File: src/rtl/softmax_pkg.sv
// Shared constants and pointer helper for the softmax datapath blocks.
package softmax_pkg;

  localparam int DW_DEFAULT      = 32;
  localparam int VEC_LEN_DEFAULT = 8;
  localparam int BUF_DEPTH       = 3;

  typedef logic [1:0] ptr_t;

  // Pointers step 0 -> 1 -> 2 -> 0; index 3 is never used.
  function automatic ptr_t ptr_next(input ptr_t p);
    return (p == ptr_t'(BUF_DEPTH - 1)) ? ptr_t'(0) : p + ptr_t'(1);
  endfunction

endpackage

File: src/rtl/fifo_reader.sv
// Pulls words from a registered-output FIFO into a 3-entry skid queue and streams them as vectors.
// Optional FIFO_READER_STATS_EN adds beat_cnt / vec_cnt transfer counters.
module fifo_reader
  import softmax_pkg::*;
#(
  parameter int DW      = DW_DEFAULT,
  parameter int VEC_LEN = VEC_LEN_DEFAULT
) (
  input  logic          clk,
  input  logic          rst,
  input  logic          fifo_empty,
  input  logic [DW-1:0] fifo_data,
  output logic          fifo_rd_en,
  input  logic          clear,
  output logic          m_valid,
  input  logic          m_ready,
  output logic [DW-1:0] m_data,
  output logic          m_last
`ifdef FIFO_READER_STATS_EN
  ,
  output logic [31:0]   beat_cnt,
  output logic [31:0]   vec_cnt
`endif
);

  localparam int CW = $clog2(VEC_LEN);

  logic [DW-1:0] mem [BUF_DEPTH];
  ptr_t          wr_ptr;
  ptr_t          rd_ptr;
  logic [1:0]    occ;
  logic          inflight;
  logic [CW-1:0] elem_cnt;
  logic [2:0]    level;
  logic          push;
  logic          pop;
  logic          elem_wrap;

  // Reads are only issued when the queue can absorb every word already requested.
  assign level      = {1'b0, occ} + {2'b00, inflight};
  assign fifo_rd_en = !rst && !fifo_empty && !clear && (level < 3'(BUF_DEPTH));

  assign m_valid   = (occ != 2'd0);
  assign m_data    = mem[rd_ptr];
  assign elem_wrap = (elem_cnt == CW'(VEC_LEN - 1));
  assign m_last    = m_valid && elem_wrap;

  assign push = inflight && !clear && !rst;
  assign pop  = m_valid && m_ready && !clear && !rst;

  // NOTE: storage has no reset; occ alone decides whether an entry is meaningful.
  always_ff @(posedge clk) begin
    if (push) mem[wr_ptr] <= fifo_data;
  end

  // NOTE: sequential state uses non-blocking assignments so every flop samples pre-edge values.
  always_ff @(posedge clk) begin
    if (rst || clear) begin
      occ      <= 2'd0;
      wr_ptr   <= ptr_t'(0);
      rd_ptr   <= ptr_t'(0);
      inflight <= 1'b0;
      elem_cnt <= '0;
    end else begin
      inflight <= fifo_rd_en;
      if (push) wr_ptr <= ptr_next(wr_ptr);
      if (pop) begin
        rd_ptr   <= ptr_next(rd_ptr);
        elem_cnt <= elem_wrap ? '0 : elem_cnt + CW'(1);
      end
      case ({push, pop})
        2'b10:   occ <= occ + 2'd1;
        2'b01:   occ <= occ - 2'd1;
        default: occ <= occ;
      endcase
    end
  end

`ifdef FIFO_READER_STATS_EN
  // Counters survive clear so software can read totals across flushes.
  always_ff @(posedge clk) begin
    if (rst) begin
      beat_cnt <= 32'd0;
      vec_cnt  <= 32'd0;
    end else if (pop) begin
      beat_cnt <= beat_cnt + 32'd1;
      if (m_last) vec_cnt <= vec_cnt + 32'd1;
    end
  end
`endif

endmodule

File: config.mk
export PLATFORM = sky130hd
export DESIGN_NAME = fifo_reader
export DESIGN_NICKNAME = d
export VERILOG_FILES = /design/src/rtl/softmax_pkg.sv /design/src/rtl/fifo_reader.sv
export SDC_FILE = /design/constraint.sdc
export NUM_CORES = 1
export LEC_CHECK = 0
export BUFFER_PORTS_ARGS = -buffer_cell sky130_fd_sc_hd__clkbuf_2
export CORE_MARGIN = 2
export CORE_UTILIZATION = 45
export CTS_CLUSTER_DIAMETER = 200
export DETAILED_ROUTE_END_ITERATION = 7
export PLACE_DENSITY = 0.69
export SLEW_MARGIN = 20
export SYNTH_ARGS = -nofsm -noshare
export SYNTH_HDL_FRONTEND = slang
export SYNTH_SLANG_ARGS = --single-unit
File: constraint.sdc
create_clock -name clk -period 4.2 [get_ports clk]
set_input_delay 1.26 -clock clk [delete_from_list [all_inputs] [get_ports clk]]
set_output_delay 1.26 -clock clk [all_outputs]
set_load 0.03 [all_outputs]
=== After elaboration in Yosys (flattened, before gate mapping) ===
Memory sizes are Yosys's and may differ from the RTL's. A register that Yosys moved wholly into a read port is not among the register bits.
Index checks and enable logic that the tools add are counted.

* Register bits: 10
* Memory bits (writable): 96
* Input port bits: 37
* Output and inout bits: 35
* Word-level logic and storage cells: 41
* Memories kept: 1

{| class="wikitable"
|+ Memory list
! name !! words !! bits a word !! read ports !! clocked after memory_dff !! write ports !! line !! text
|-
| mem || 3 || 32 || 1 || 1 || 1 || fifo_reader.sv:28 || <nowiki>logic [DW-1:0] mem [BUF_DEPTH];</nowiki>
|}

* Add/sub/neg operators: 6
* Order comparisons: 1
* Equal/unequal tests: 5
* Multiplexer cells: 8
* Reductions and logical operators: 15

{| class="wikitable"
|+ Operators with widths
! operator !! number
|-
| 1-bit logical AND || 9
|-
| 2-bit two-way mux || 4
|-
| 2-bit by 1-bit adder with 2-bit output (second input constant) || 3
|-
| 2-bit equality test (second input constant) || 3
|-
| 2-bit case mux with 2 select lines || 1
|-
| 2-bit nonzero test || 2
|-
| 2-bit by 1-bit adder with 3-bit output || 1
|-
| 3-bit by 1-bit adder with 3-bit output (second input constant) || 1
|-
| 3-bit equality test (second input constant) || 1
|-
| 1-bit logical NOT || 3
|-
| 3-bit by 2-bit < comparator with 1-bit output (second input constant) || 1
|-
| 3-bit two-way mux || 1
|-
| 2-bit by 1-bit equality test with 1-bit output (second input constant) || 1
|-
| 1-bit two-way mux || 2
|-
| 2-bit by 1-bit subtractor with 2-bit output (second input constant) || 1
|-
| 1-bit logical OR || 1
|}

=== Depth between registers and ports, before layout ===
Gate-level depths: netlist of run 1.

* Word-level depth: 6
* Mapped depth: 7

=== Worst setup path after synthesis of run 1 ===
OpenSTA, ideal clock, no wires.

* Path type: input to register
* From: input port clear
* To: memory mem[1][0] in the netlist's numbering (enable)
* Library setup time: 468 ps
* Data arrival time: 3867 ps
* Slack: -135 ps
* Stages on the path: 3
* Path buffers: 0
* Cell sequence: nor2_1 -> nand2_1 -> nor3b_1

* Word-level cells in the longest chain between the ends: 5

{| class="wikitable"
|+ RTL lines
! element !! line !! text
|-
| from (decl) || fifo_reader.sv:14 || <nowiki>input logic clear,</nowiki>
|-
| 1-bit logical NOT || fifo_reader.sv:48 || <nowiki>assign push = inflight && !clear && !rst;</nowiki>
|-
| 1-bit logical AND (2 in series) || fifo_reader.sv:48 ||
|-
| 1-bit two-way mux || fifo_reader.sv:53 || <nowiki>if (push) mem[wr_ptr] <= fifo_data;</nowiki>
|-
| 1-bit two-way mux (implied by the code) || fifo_reader.sv:53 ||
|-
| to (decl) || fifo_reader.sv:28 ||
|}

Every way passes these cells.

=== Worst setup path after layout of run 1 ===
* From: input port clear
* To: output port fifo_rd_en

* Word-level cells in the longest chain between the ends: 3

{| class="wikitable"
|+ RTL lines
! element !! line !! text
|-
| 1-bit logical NOT || fifo_reader.sv:41 || <nowiki>assign fifo_rd_en = !rst && !fifo_empty && !clear && (level < 3'(BUF_DEPTH));</nowiki>
|-
| 1-bit logical AND (2 in series) || fifo_reader.sv:41 ||
|-
| to (decl) || fifo_reader.sv:13 || <nowiki>output logic fifo_rd_en,</nowiki>
|}

Every way passes these cells.

==> results.yml, run 1 <==
drt:
  routed-via-count: 2260
  remaining_drc_errors: 0
  detail-route-antenna-nets: 0
  drtIter0Drc: 86
  wl_per_cell_microns: 15.1
  drt-vias-per-instance: 5.06
  routed_wl_microns: 6760
  dr.pass1.iters: 4
timing:
  hold_violations: 0
  slew_headroom_pct: 55.7
  setup_slack_ns: 0.580
  max_slew.worst_pin.slew_ns: 0.663
  fin_skew_ns: 0.00444
  setup_viol: 0
  timing.fmax_mhz: 276
  rsz0062_at_grt: "false"
  min_period_ns: 3.62
  period_share_pct: 86.2
  tns_ns: 0
  drv_slew: 0
floorplanning:
  core_sq_mm: 0.00876
  io_pins: 72
  start_util_pct: 46.5
  dieArea_sq_mm: 0.00983
  num_rows: 34
  die_w_microns: 99.1
  die_h_microns: 99.1
cts:
  cts_num_sinks: 108
  cts_tree: "yes"
  cts_buffer_depth: 2
  cts-resized-gates: 0
  cts_root_buf: "clkbuf_8"
  cts_made_buffers: 9
  h-tree-depth: 3
  holdBufCountCts: 0
  cts_setup_buffers: 0
  clk_latency_ns: 0.35
  clkTransAtPathRegs_ns: 0.08
pwr:
  p_per_area_mw_per_mm2: 387
  peakVddDrop_v: 0.000154
  p_leak_nw: 1.62
  total_power_mw: 1.87
worst_setup_path:
  path_buf_inv: 2
  criticalPathCategory: "primary input to output pin"
  cp_slowest_cell: "or2_1"
  cp.required_ns: 2.94
  cpPeakStageDelay_ns: 0.38
  crit_family: "simple AND/OR/NAND/NOR gates"
  r2r_start: "inflight$_SDFF_PP0_"
  path_common_cell: "clkbuf_2"
  crit_arrival_ns: 2.36
  crit_path_end_kind: "output pin"
  critPathLaunchType: "primary input"
  path_cells: "clkbuf_2 -> or2_1 -> a2111oi_1 -> clkbuf_2"
  cp_max_fo: 12
  cp-startpoint: "clear"
finish:
  synthToLayoutAreaGrowth_pct: 18.2
  n_antenna_cell: 0
  mostFrequentLayoutCells: "edfxtp_1 (96), clkbuf_2 (71), nand2_1 (37), mux2i_1 (35), o21ai_0 (26)"
  finalCoreUtilization_pct: 54.9
  fin_nets: 376
  drive_gt1_share_pct: 29.2
  filler_cell_count: 718
  fin_cells: 447
  mostFrequentLayoutCell: "edfxtp_1"
placement:
  gp_congestion: 0.698
  dpl.hpwl_microns: 4280
  place_inst: 431
  port_buffers: 71
  dp_slack_ns: 0.584
min_path:
  hold_class: "flop to flop"
  min_from: "elem_cnt[0]$_SDFFE_PP0N_"
grt:
  grt_pass1_vias: 2221
  grt_pass1_wl_microns: 10900
  antenna_found_initial: 0
  grt_overflow_total: 0
  grt.total_usage_pct: 14.6
  grt_max_degree: 45
synthesis:
  avgSynthCellArea_sq_um: 15.8
  synth_warnings: 0
  syn_nets: 300
  synth_area_sq_mm: 0.00407
  seq_area_frac_synth_pct: 76.7
  yosysUniqueCellTypes: 25
  synth-seq-cells: 108
  synth_cells: 258
job:
  cap_violations: 0
status:
  status: "complete, no violations"
==> metrics by stage <==
stage	hold WS (ns)	area (sq um)
finish	0.484	4810
global route	0.519	4810
CTS	0.485	4810
detailed placement	0.472	4610
global placement	0.464	4610
floorplan	0.449	4090
==> synthesized netlist by cell type (all sizes together) <==
library cell  instances  share of area (%)
or3                   3               0.46
or2                   2               0.31
and2                  1               0.15
a21oi                 4               0.58
xor2                  1               0.22
or3b                  1               0.22
xnor2                 1               0.22
nor3                  1               0.12
nor2                  8               0.74
o21ai                34                4.3
dfxtp                12                5.9
nor3b                 2               0.37
mux2                  1               0.28
nand2                37                3.4
clkbuf                7               0.65
mux2i                35                8.6
buf                   5               0.80
a2111oi               2               0.43
edfxtp               96                 71
ha                    5                1.5
==> logic make-up after synthesis <==
logic type	share of synthesized area, %
adders and majority gates	1.54
DFF	76.7
and+or+nand+nor	5.77
buffers and inverters	1.44
AOI/OAI and AO/OA	5.28
xor gates and xnor gates	0.430
muxes	8.88
==> layer usage <==
| layer | GRT usage, % | vias up | wire length [microns] |
|---|---|---|---|
| met5 | 0 | - | 0 |
| met4 | 5.69 | 0 | 104 |
| met3 | 4.92 | 11 | 404 |
| met2 | 22.6 | 61 | 3090 |
| met1 | 19.4 | 1076 | 3160 |
| li1 | - | 1112 | - |
==> sequential cells by signal, summed over array words and instances, names as in the netlist, named ones only <==
signal    cells
mem          96
elem_cnt      3
occ           2
rd_ptr        2
wr_ptr        2
inflight      1
==> area by class of cell <==
| type | count | area, sq um | area share [%] |
|---|---|---|---|
| clock buffers | 11 | 131 | 2.73 |
| clock inverters | 5 | 76.3 | 1.59 |
| multi-input cells | 138 | 921 | 19.1 |
| flip-flops and latches | 108 | 3130 | 64.9 |
| well taps | 108 | 135 | 2.81 |
| repair buffers | 77 | 425 | 8.84 |
==> path summary, 6_finish.rpt <==
kind                         endpoint  slack (ns)  depth (start not counted)
max reg2reg       mem[2][2]$_DFFE_PP_        2.36                          3
max                        fifo_rd_en        0.58                          4
min reg2reg  elem_cnt[0]$_SDFFE_PP0N_        0.48                          2
min          elem_cnt[0]$_SDFFE_PP0N_        0.48                          2
==> where the power goes <==
part           switching [mW]  total (mW)  internal, mW
Combinational          0.0293      0.0480        0.0188
Sequential            0.00213        1.17          1.17
Clock                   0.311       0.644         0.333
==> worst register-to-register path: stages (launching register included) <==
cell	delay (ns)
dfxtp_1	0.41
nand2_1	0.22
nor3b_4	0.62
buf_12	0.27
Note: power is estimated with default switching activity, not from simulation.
==> run 2: changes to the inputs <==
Settings changed: ABC_CLOCK_PERIOD_IN_PS set to 3850, PLACE_DENSITY 0.69 to 0.66.
Clock period 4.2 ns to 3.85 ns, I/O delays scaled along.
==> results.yml, run 2 (synthesized netlist as in run 1, its figures left out) <==
timing:
  setup_viol: 0
  timing.fmax_mhz: 309
  max_slew.worst_pin.slew_ns: 0.682
  tns_ns: 0
  setup_slack_ns: 0.618
  min_period_ns: 3.23
  period_share_pct: 83.9
  drv_slew: 0
  hold_violations: 0
  slew_headroom_pct: 54.5
  rsz0062_at_grt: "false"
  fin_skew_ns: 0.00592
floorplanning:
  die_h_microns: 99.1
  num_rows: 34
  die_w_microns: 99.1
  start_util_pct: 46.5
  dieArea_sq_mm: 0.00983
  io_pins: 72
  core_sq_mm: 0.00876
placement:
  dpl.hpwl_microns: 4200
  gp_congestion: 0.728
  dp_slack_ns: 0.604
  port_buffers: 71
  place_inst: 433
finish:
  regMostFlops: "mem"
  drive_gt1_share_pct: 29.6
  filler_cell_count: 772
  fin_nets: 378
  mostFrequentLayoutCells: "edfxtp_1 (96), clkbuf_2 (71), nand2_1 (37), mux2i_1 (35), o21ai_0 (26)"
  reg_top3: "mem: 96 flops, elem_cnt: 3 flops"
  n_antenna_cell: 0
  largest_reg_flops: 96
  fin_cells: 449
  synthToLayoutAreaGrowth_pct: 17.1
  mostFrequentLayoutCell: "edfxtp_1"
min_path:
  whs_path_depth: 2
  min_from: "elem_cnt[0]$_SDFFE_PP0N_"
  hold_class: "flop to flop"
  worstHoldEndpoint: "elem_cnt[0]$_SDFFE_PP0N_"
drt:
  routed_wl_microns: 6620
  remaining_drc_errors: 0
  detail-route-antenna-nets: 0
  drtIter0Drc: 65
  drt-vias-per-instance: 5.06
  dr.pass1.iters: 4
  wl_per_cell_microns: 14.7
  routed-via-count: 2271
pwr:
  total_power_mw: 1.92
  p_leak_nw: 1.61
  peakVddDrop_v: 0.000173
  p_per_area_mw_per_mm2: 402
cts:
  cts-resized-gates: 0
  cts_buffer_depth: 2
  cts_num_sinks: 108
  cts_tree: "yes"
  holdBufCountCts: 0
  cts_root_buf: "clkbuf_8"
  cts_made_buffers: 9
  clkTransAtPathRegs_ns: 0.09
  clk_latency_ns: 0.36
  cts_setup_buffers: 0
  h-tree-depth: 3
worst_setup_path:
  critPathLaunchType: "primary input"
  crit_path_end_kind: "output pin"
  crit_arrival_ns: 2.08
  r2r_cells: 3
  reg2reg_to: "mem[1][19]$_DFFE_PP_"
  cp_max_fo: 2
  cp.required_ns: 2.69
  reg2reg_setup_slack_ns: 2.15
  criticalPathCategory: "primary input to output pin"
  r2r_start: "inflight$_SDFF_PP0_"
status:
  status: "complete, no violations"
grt:
  grt.total_usage_pct: 14.4
  grt_pass1_wl_microns: 10600
  grt_max_degree: 42
  grt_pass1_vias: 2234
  grt_overflow_total: 0
  antenna_found_initial: 0
job:
  cap_violations: 0
-- run 2: cell types whose count changed in the layout (fill, tap and decap cells not counted), moves of 2 or more --
cell,before,now
buf_12,2,0
clkbuf_1,2,0
clkinv_4,0,2
bufinv_16,2,0
buf_4,4,8
clkinv_1,1,3
-- run 2: layer usage --
metal / track usage, % / part of all wire (%) / vias up
li1: - / - / 1119
met1: 16.8 / 41 / 1097
met2: 25.3 / 53 / 43
met3: 3.51 / 4.2 / 12
met4: 6.64 / 2.0 / 0
met5: 0 / 0 / -
-- run 2: critical path: stages --
cell       delay [ns]
clkbuf_2         0.08
or2_1            0.23
a2111oi_1        0.33
clkbuf_2         0.27
-- run 2: final cells by class --
cell class / count / area, sq um / share of cell area [%]
Clock buffer: 9 / 124 / 2.60
Clock inverter: 7 / 42.5 / 0.892
Multi-Input combinational cell: 138 / 927 / 19.4
Tap cell: 108 / 135 / 2.83
Timing Repair Buffer: 79 / 415 / 8.71
Sequential cell: 108 / 3130 / 65.5
-- run 2: worst max path at each step --
stage                from         end
finish              clear  fifo_rd_en
floorplan           clear  fifo_rd_en
global placement    clear  fifo_rd_en
global route        clear  fifo_rd_en
CTS                 clear  fifo_rd_en
detailed placement  clear  fifo_rd_en
-- run 2: through the flow --
stage / area, sq um / utilization, % / hold WS (ns)
6_report: 4770 / 54.4 / 0.496
5_1_grt: 4770 / 54.4 / 0.523
4_1_cts: 4770 / 54.4 / 0.495
3_5_place_dp: 4600 / 52.5 / 0.480
3_3_place_gp: 4600 / 52.5 / 0.458
2_1_floorplan: 4090 / - / 0.449
-- run 2: power breakdown --
group	internal, mW	switching (mW)
clock	0.232	0.351
sequential	1.28	0.00243
combinational	0.0210	0.0316
total	1.53	0.385
